===== src/rtl/sensor_interval_timer.sv =====
// -----------------------------------------------------------------------------
// sensor_interval_timer
//
// Measures the time in milliseconds between a train passing track sensor S1
// and track sensor S2, and hands the result to the arrival predictor as a
// TIME_W-bit interval word (time_ms -> predictor time_in).
//
// Each raw sensor pin is synchronised (2 flops), debounced (DEBOUNCE_CYC
// consecutive high samples) and edge-detected into a 1-cycle event.
// A prescaler turns clk into a 1 ms tick. The FSM then runs one measurement
// per S1 -> S2 pass.
//
// Parameters
//   TICK_DIV      clk cycles per 1 ms tick
//   DEBOUNCE_CYC  consecutive synchronised-high cycles needed to accept a sensor
//   TIME_W        width of time_ms; all-ones is the saturation value
//
// Ports
//   clk         system clock, rising edge
//   rst         synchronous active-high reset
//   sensor_s1   raw S1 pin (asynchronous, bouncy, high = train present)
//   sensor_s2   raw S2 pin (asynchronous, bouncy, high = train present)
//   time_ms     last measured interval in ms, never 0 after a measurement
//   time_valid  1-cycle pulse: time_ms was updated this cycle
//   timeout     1-cycle pulse: S2 not seen before the ms counter saturated
//   busy        high while a measurement is in progress
// -----------------------------------------------------------------------------
module sensor_interval_timer #(
  parameter int TICK_DIV     = 50000,
  parameter int DEBOUNCE_CYC = 1000,
  parameter int TIME_W       = 15
) (
  input  logic              clk,
  input  logic              rst,
  input  logic              sensor_s1,
  input  logic              sensor_s2,
  output logic [TIME_W-1:0] time_ms,
  output logic              time_valid,
  output logic              timeout,
  output logic              busy
);

  localparam int PRESC_W = (TICK_DIV > 1) ? $clog2(TICK_DIV) : 1;
  localparam int DB_W    = $clog2(DEBOUNCE_CYC + 1);

  localparam logic [PRESC_W-1:0] PRESC_LAST = PRESC_W'(TICK_DIV - 1);
  localparam logic [DB_W-1:0]    DB_MAX     = DB_W'(DEBOUNCE_CYC);
  localparam logic [TIME_W-1:0]  MS_MAX     = {TIME_W{1'b1}};

  // ---------------------------------------------------------------------------
  // Input conditioning: index 0 = S1, index 1 = S2
  // ---------------------------------------------------------------------------
  logic [1:0] raw_pin;
  logic [1:0] sensor_evt;

  assign raw_pin = {sensor_s2, sensor_s1};

  generate
    for (genvar gi = 0; gi < 2; gi++) begin : g_sensor
      logic            meta_reg;
      logic            sync_reg;
      logic [DB_W-1:0] db_cnt_reg;
      logic [DB_W-1:0] db_cnt_next;
      logic            level_reg;
      logic            evt_reg;
      logic            level_next;

      // Count consecutive synchronised-high samples, holding at DB_MAX so a
      // long train never wraps the counter back below the threshold.
      always_comb begin
        db_cnt_next = '0;
        if (sync_reg) begin
          if (db_cnt_reg == DB_MAX) begin
            db_cnt_next = DB_MAX;
          end else begin
            db_cnt_next = db_cnt_reg + DB_W'(1);
          end
        end
      end

      assign level_next = (db_cnt_next == DB_MAX);

      always_ff @(posedge clk) begin
        if (rst) begin
          meta_reg   <= 1'b0;
          sync_reg   <= 1'b0;
          db_cnt_reg <= '0;
          level_reg  <= 1'b0;
          evt_reg    <= 1'b0;
        end else begin
          meta_reg   <= raw_pin[gi];
          sync_reg   <= meta_reg;
          db_cnt_reg <= db_cnt_next;
          level_reg  <= level_next;
          // Rising edge of the debounced level only: one event per train.
          evt_reg    <= level_next && !level_reg;
        end
      end

      assign sensor_evt[gi] = evt_reg;
    end
  endgenerate

  logic evt_s1;
  logic evt_s2;

  assign evt_s1 = sensor_evt[0];
  assign evt_s2 = sensor_evt[1];

  // ---------------------------------------------------------------------------
  // Timebase and measurement FSM
  // ---------------------------------------------------------------------------
  typedef enum logic [1:0] {
    ST_IDLE,
    ST_TIMING,
    ST_DONE,
    ST_TOUT
  } state_t;

  state_t              state_reg;
  logic [PRESC_W-1:0]  presc_reg;
  logic [TIME_W-1:0]   ms_cnt_reg;

  logic                ms_tick;
  logic                ms_sat;
  logic [TIME_W-1:0]   ms_cnt_next;
  logic [TIME_W-1:0]   result_next;

  assign ms_tick = (presc_reg == PRESC_LAST);

  // A tick arriving while the counter already holds the all-ones value would
  // wrap it; that situation is reported as a timeout instead.
  assign ms_sat = ms_tick && (ms_cnt_reg == MS_MAX);

  // The tick landing in the same cycle as S2 still counts toward the result.
  always_comb begin
    ms_cnt_next = ms_cnt_reg;
    if (ms_tick && !ms_sat) begin
      ms_cnt_next = ms_cnt_reg + TIME_W'(1);
    end
  end

  // Floor of 1 ms: the predictor divides by this value.
  always_comb begin
    result_next = ms_cnt_next;
    if (ms_cnt_next == '0) begin
      result_next = TIME_W'(1);
    end
  end

  always_ff @(posedge clk) begin
    if (rst) begin
      state_reg  <= ST_IDLE;
      presc_reg  <= '0;
      ms_cnt_reg <= '0;
      time_ms    <= '0;
      time_valid <= 1'b0;
      timeout    <= 1'b0;
      busy       <= 1'b0;
    end else begin
      time_valid <= 1'b0;
      timeout    <= 1'b0;

      case (state_reg)
        ST_IDLE: begin
          presc_reg  <= '0;
          ms_cnt_reg <= '0;
          // S2 alone is ignored here; with both events S1 starts a run.
          if (evt_s1) begin
            state_reg <= ST_TIMING;
            busy      <= 1'b1;
          end
        end

        ST_TIMING: begin
          presc_reg  <= ms_tick ? '0 : presc_reg + PRESC_W'(1);
          ms_cnt_reg <= ms_cnt_next;

          if (ms_sat) begin
            state_reg <= ST_TOUT;
            timeout   <= 1'b1;
            busy      <= 1'b0;
          end else if (evt_s2) begin
            // S2 wins over a simultaneous S1: the measurement completes.
            // Outputs are registered on entry so the pulse lands in DONE.
            state_reg  <= ST_DONE;
            time_ms    <= result_next;
            time_valid <= 1'b1;
            busy       <= 1'b0;
          end else if (evt_s1) begin
            // A fresh S1 restarts the interval from zero.
            presc_reg  <= '0;
            ms_cnt_reg <= '0;
          end
        end

        ST_DONE: begin
          state_reg <= ST_IDLE;
        end

        ST_TOUT: begin
          state_reg <= ST_IDLE;
        end

        default: begin
          state_reg <= ST_IDLE;
          busy      <= 1'b0;
        end
      endcase
    end
  end

endmodule


===== config.mk =====
export PLATFORM = sky130hd
export DESIGN_NAME = sensor_interval_timer
export DESIGN_NICKNAME = d
export VERILOG_FILES = /design/src/rtl/sensor_interval_timer.sv
export SDC_FILE = /design/constraint.sdc
export NUM_CORES = 1
export LEC_CHECK = 0
export CORE_UTILIZATION = 57
export DETAILED_ROUTE_END_ITERATION = 8
export DONT_BUFFER_PORTS = 1
export GPL_ROUTABILITY_DRIVEN = 0
export PLACE_DENSITY_LB_ADDON = 0.25
export SLEW_MARGIN = 15
export SYNTH_ARGS = -nofsm -noshare
export SYNTH_HDL_FRONTEND = slang
export SYNTH_SLANG_ARGS = --single-unit
export TNS_END_PERCENT = 10

===== constraint.sdc =====
create_clock -name clk -period 2.2 [get_ports clk]
set_clock_uncertainty 0.1 [all_clocks]
set_input_delay 0.33 -clock clk [delete_from_list [all_inputs] [get_ports clk]]
set_output_delay 0.33 -clock clk [all_outputs]
set_load 0.01 [all_outputs]

Word-level counts from Yosys, hierarchy flattened
Index checks and enable logic that the tools add are counted.

cells by class
  bitwise logic cells = 2
  equality and inequality tests = 11
  reductions and logical operators = 16
  multiplexer cells = 25
  add/sub/neg operators = 4

operator list
  kind                     count
  $mux W15                 5
  $mux W16                 4
  $eq A10 B10 Y1 const B   4
  $mux W10                 4
  $pmux W16 S2             1
  $pmux W15 S2             1
  $add A10 B1 Y10 const B  2
  $add A16 B1 Y16 const B  1
  $eq A16 B16 Y1 const B   1
  $add A15 B1 Y15 const B  1
  $eq A15 B15 Y1 const B   1
  $logic_not A15 Y1        1
  $mux W2                  3
  $pmux W2 S3              1
  $reduce_and A3 Y1        2
  $mux W1                  5
  $eq A2 B2 Y1 const B     2
  $logic_and A1 B1 Y1      4
  $reduce_or A2 Y1         2
  $logic_not A1 Y1         3
  $ne A3 B3 Y1 const B     1
  $reduce_or A3 Y1         1
  $eq A2 B1 Y1 const B     1
  $logic_not A2 Y1         1
  5 further kinds          6

word-level totals
  register bits after elaboration = 79
  output and inout port bits = 18
  logic and storage cells = 75

Longest topological paths before layout
Gate-level depths: netlist of the first run.

  depth after elaboration = 9
  depth in mapped cells = 9
  gate-level depth less buffers = 8

Worst setup path before layout of the first run
OpenSTA, ideal clock, no wires.

  path type = register to register
  start point = reg ms_cnt_reg[0]
  end point = reg time_ms[0]
  clock period less this slack = 2.417 ns
  setup time = 0.059 ns
  arrival time = 2.258 ns
  cell stages (with the launch flop) = 9
  path slack = -0.217 ns
  path through = dfxtp_1 -> ha_1 -> clkbuf_1 -> nand3_1 -> or4_4 -> a2111oi_2 -> a31oi_1 -> a2111oi_2 -> a31o_1

between the ends
  longest elaborated chain between the ends = 7
  elaborated cells on any way between the ends = 10
  classes of those cells = add/sub (1); eq/ne (1); mux (2); bitwise (1); reduce/logical (5)

ends and longest elaborated chain
  what                                                                     RTL line  source
  start: declaration                                                       122       logic [TIME_W-1:0] ms_cnt_reg;
  start signal: assignment                                                 177       ms_cnt_reg <= ms_cnt_next;
  parallel branches: the longest is 7 deep, another holds $add A15 B1 Y15  -
  end signal: assignment                                                   187       time_ms <= result_next;
  end: declaration                                                         37        output logic [TIME_W-1:0] time_ms,

Parallel ways; which one is timed is not known.
A chain may end at the register's enable or synchronous reset.

Worst setup path after layout of the first run
  start point = reg presc_reg[13]
  end point = reg time_ms[0]

between the ends
  longest elaborated chain between the ends = 7
  elaborated cells on any way between the ends = 9
  classes of those cells = eq/ne (1); mux (2); bitwise (1); reduce/logical (5)

ends and longest elaborated chain
  what                      RTL line  source
  start: declaration        121       logic [PRESC_W-1:0] presc_reg;
  start signal: assignment  176       presc_reg <= ms_tick ? '0 : presc_reg + PRESC_W'(1);
  $eq A16 B16 Y1 *          129       assign ms_tick = (presc_reg == PRESC_LAST);
  $logic_and A1 B1 Y1       133       assign ms_sat = ms_tick && (ms_cnt_reg == MS_MAX);
  $logic_not A1 Y1          138       if (ms_tick && !ms_sat) begin
  $logic_and A1 B1 Y1       138
  $mux W15                  138
  $logic_not A15 Y1         146       if (ms_cnt_next == '0) begin
  $mux W15                  146

Mark *: on every way between the ends. The rest lies on a longest branch, timed or not.

==> run_results.csv, run 1 <==
group,metric,value,unit
setup_path,worstPathCellList,"or4b_4, nor4_4, nand4_1, or2_2, a21oi_1, a31o_1",
floorplanning,coreArea,6790,µm²
power_and_ir_drop,p_int,1860,µW
detailed_routing,drtAntennaViolNets,0,
setup_path,worstSetupEndpointType,"flip-flop",
setup_path,worstSetupStartpointType,"flip-flop",
placement,placed_area,4530,µm²
synth,synth_warnings,0,
setup_path,crit_type,"reg -> reg",
synth,synth_seq_cells,79,
synth,ys_seq_area_share,39.3,%
power_and_ir_drop,ir_drop,0.283,mV
floorplanning,die-area,7390,µm²
sta,timing.final.hold_violations,0,
power_and_ir_drop,clock_power_share,40.0,%
final_layout,fin_nets,550,
global_routing,antenna_found_initial,0,
placement,dpl.hpwl,6800,µm
sta,finalSetupTns,-0.149,ns
detailed_routing,drt_wl_total,10300,µm
detailed_routing,drc,0,
power_and_ir_drop,swShare,24.2,%
floorplanning,die_h,86.0,µm
setup_path,cp_data_required_time,2.41,ns
sta,rsz0062_at_grt,"yes",
synth,async_reset_ff_share,0,%
global_routing,grt_pass1_wl,16500,µm
synth,synthFlopType,"dfxtp_1",
synth,syn_area,4020,µm²
power_and_ir_drop,p_switching,592,µW
global_routing,grt_pass1_vias,3493,
placement,portBuffers,0,
final_layout,area_growth_syn_to_layout,22.1,%
final_layout,fin_area,4910,µm²
synth,yosys.area.top_type,"dfxtp_1",
sta,setup_viol,2,
detailed_routing,avgRoutedWirePerCell,16.1,µm
sta,tightest_slew,0.601,ns
setup_path,cp_slowest_cell,"or4b_4",
power_and_ir_drop,total_power,2450,µW
global_routing,grt.total_usage,28.5,%
synth,yosysTopAreaCellShare,39.3,%
setup_path,worst_ep_arrival_time,2.55,ns
floorplanning,start_util,59.2,%
final_layout,largest_reg_flops,20,
power_and_ir_drop,seqPwrFrac,58.6,%
detailed_routing,drtIter0Drc,287,
clock_network,htreeDepth,3,
global_routing,grt_max_degree,53,
setup_path,crit_fanout,5,
power_and_ir_drop,p_comb_share,1.4,%
clock_network,cts_tree,"done",
final_layout,n_antenna_cell,0,
clock_network,clock_latency,0.37,ns
synth,synth.area.top_cells,"dfxtp_1 39%, nor2_1 6.9%, xor2_1 3.7%",
floorplanning,die_w,86.0,µm
synth,synth_nets,499,
clock_network,clock_sinks,79,
synth,synth-edff-count,0,
synth,avgSynthCellArea,8.22,µm²
floorplanning,num_rows,30,
sta,slew_headroom,59.9,%
clock_network,clk_pin_slew,0.08,ns
setup_path,slowest_delay,0.56,ns
floorplanning,num_io_pins,22,
synth,synth_cell_types,58,
clock_network,numCtsBuffers,9,
power_and_ir_drop,cellLeakagePower,0.00174,µW
sta,finalCritPeriodShare,106,%
worst_hold_path,hold_path.class,"in -> reg",
detailed_routing,drtPass1Iterations,5,
detailed_routing,vias,3842,
clock_network,cts_buffer_depth,2,
sta,fin_ws,-0.139,ns
clock_network,cts-root-buf,"clkbuf_8",
final_layout,fillers,519,
run_status,outcome,"finished, violations left",
job,maxCapViolations,0,
detailed_routing,routed_via_density,5.99,
global_routing,grt_overflow,0,
final_layout,postLayoutCoreUtil,72.3,%
final_layout,drive_gt1_share,22.8,%
sta,fmaxAchievable,428,MHz
sta,slew_viol_final,0,
power_and_ir_drop,power_density,499,nW/µm²
sta,hold_ws,0.0395,ns
setup_path,crit_buf_inv,0,
setup_path,crit_family,"simple AND/OR/NAND/NOR gates",
sta,period_needed,2.34,ns
run_status,violations,"setup timing",
synth,syn_inst,489,
[logic make-up after synthesis]
group | synth area share, %
AOI/OAI and AO/OA | 16.0
xor gates and xnor gates | 6.75
adders and majority gates | 1.87
buffers and inverters | 3.98
DFF | 39.3
muxes | 1.56
and+or+nand+nor | 30.5
[cell usage after synthesis (all sizes together), types with 3 or more instances]
cell type  number
a2111oi         3
a211oi         14
a21o            3
a21oi          28
a22oi           6
a31oi           6
and2            5
and3           10
and4            3
buf             6
clkbuf         24
dfxtp          79
ha              6
inv            10
mux2i           4
nand2          28
nand2b          9
nand3          23
nand3b          6
nand4          13
nand4b          4
nor2           74
nor2b           8
nor3           13
nor3b           4
nor4            8
o21ai          20
or2             3
or3            12
xnor2          14
xor2           17
[layout make-up]
class	count	area, µm²	area share [%]
timing repair buffer	70	563	11.5
multi-input combinational	370	2420	49.4
tap	96	120	2.45
inverter	10	37.5	0.765
clock inverter	6	42.5	0.866
clock buffer	10	128	2.60
sequential	79	1600	32.5
[routing by layer]
metal	wire length, µm	share of wire (%)	vias to the layer above	track usage [%]
li1	-	-	1842	-
met1	4520	44	1799	36.7
met2	4840	47	168	45.6
met3	727	7.0	33	7.89
met4	245	2.4	0	10.5
met5	0	0	-	0
[per-stage QoR]
step | setup slack [ns] | std cells
2_1_floorplan | 0.00473 | 489
3_3_place_gp | 0.00871 | 619
3_5_place_dp | -0.0774 | 619
4_1_cts | -0.0521 | 639
5_1_grt | -0.205 | 641
6_report | -0.139 | 641
[layout by cell type (no fill, tap or decap), types with 3 or more instances in the layout]
master and n:
a211oi_1 14, a21o_1 3, a21oi_1 27, a22oi_1 6, a31oi_1 6, and2_1 3
and3_1 8, buf_4 64, clkbuf_8 9, dfxtp_1 70, dfxtp_2 8, ha_1 4
inv_1 10, mux2i_1 4, nand2_1 27, nand2b_1 9, nand3_1 20, nand3b_1 6
nand4_1 12, nand4b_1 4, nor2_1 73, nor2b_1 8, nor3_1 12, nor3b_1 3
nor4_1 3, nor4_4 3, o21ai_0 20, or3_1 12, xnor2_1 14, xor2_1 16
[path summary, 6_finish.rpt]
| path | from | end | slack, ns | cells past startpoint |
|---|---|---|---|---|
| min reg2reg | g_sensor[0].level_reg | evt_s1 | 0.31 | 1 |
| max reg2reg | presc_reg[13] | time_ms[0] | -0.14 | 6 |
| min | rst | ms_cnt_reg[11] | 0.04 | 1 |
| max | presc_reg[13] | time_ms[0] | -0.14 | 6 |
[power by group through the flow]
stage / Clock [µW] / Sequential, µW / Combinational, µW
after floorplan: 0 / 1470 / 23.3
after global placement: 0 / 1470 / 12.3
after detailed placement: 0 / 1470 / 12.6
after CTS: 990 / 1430 / 34.7
after global routing: 1060 / 1440 / 37.6
final: 981 / 1430 / 34.6
[repair_timing]
action                     in CTS  in global routing
setup endpoints to repair       5                 33
hold endpoints to repair       52                  0
resized for setup               4                 28
hold buffers                    3                  0
pin swaps                       3                  7
buffers inserted                1                  2
gates cloned                    0                  0
No activity file was read; power rests on OpenSTA's default activity.
==> inputs of run 2 (changes only) <==
ABC_CLOCK_PERIOD_IN_PS = 2200   (was default)
==> results of run 2 <==
Final layout, timing and power as in run 1 (identical DEF).
==> inputs of run 3 (changes only) <==
ABC_AREA = 0   (was default)
==> results of run 3 <==
Final layout, timing and power as in run 1 (identical DEF).
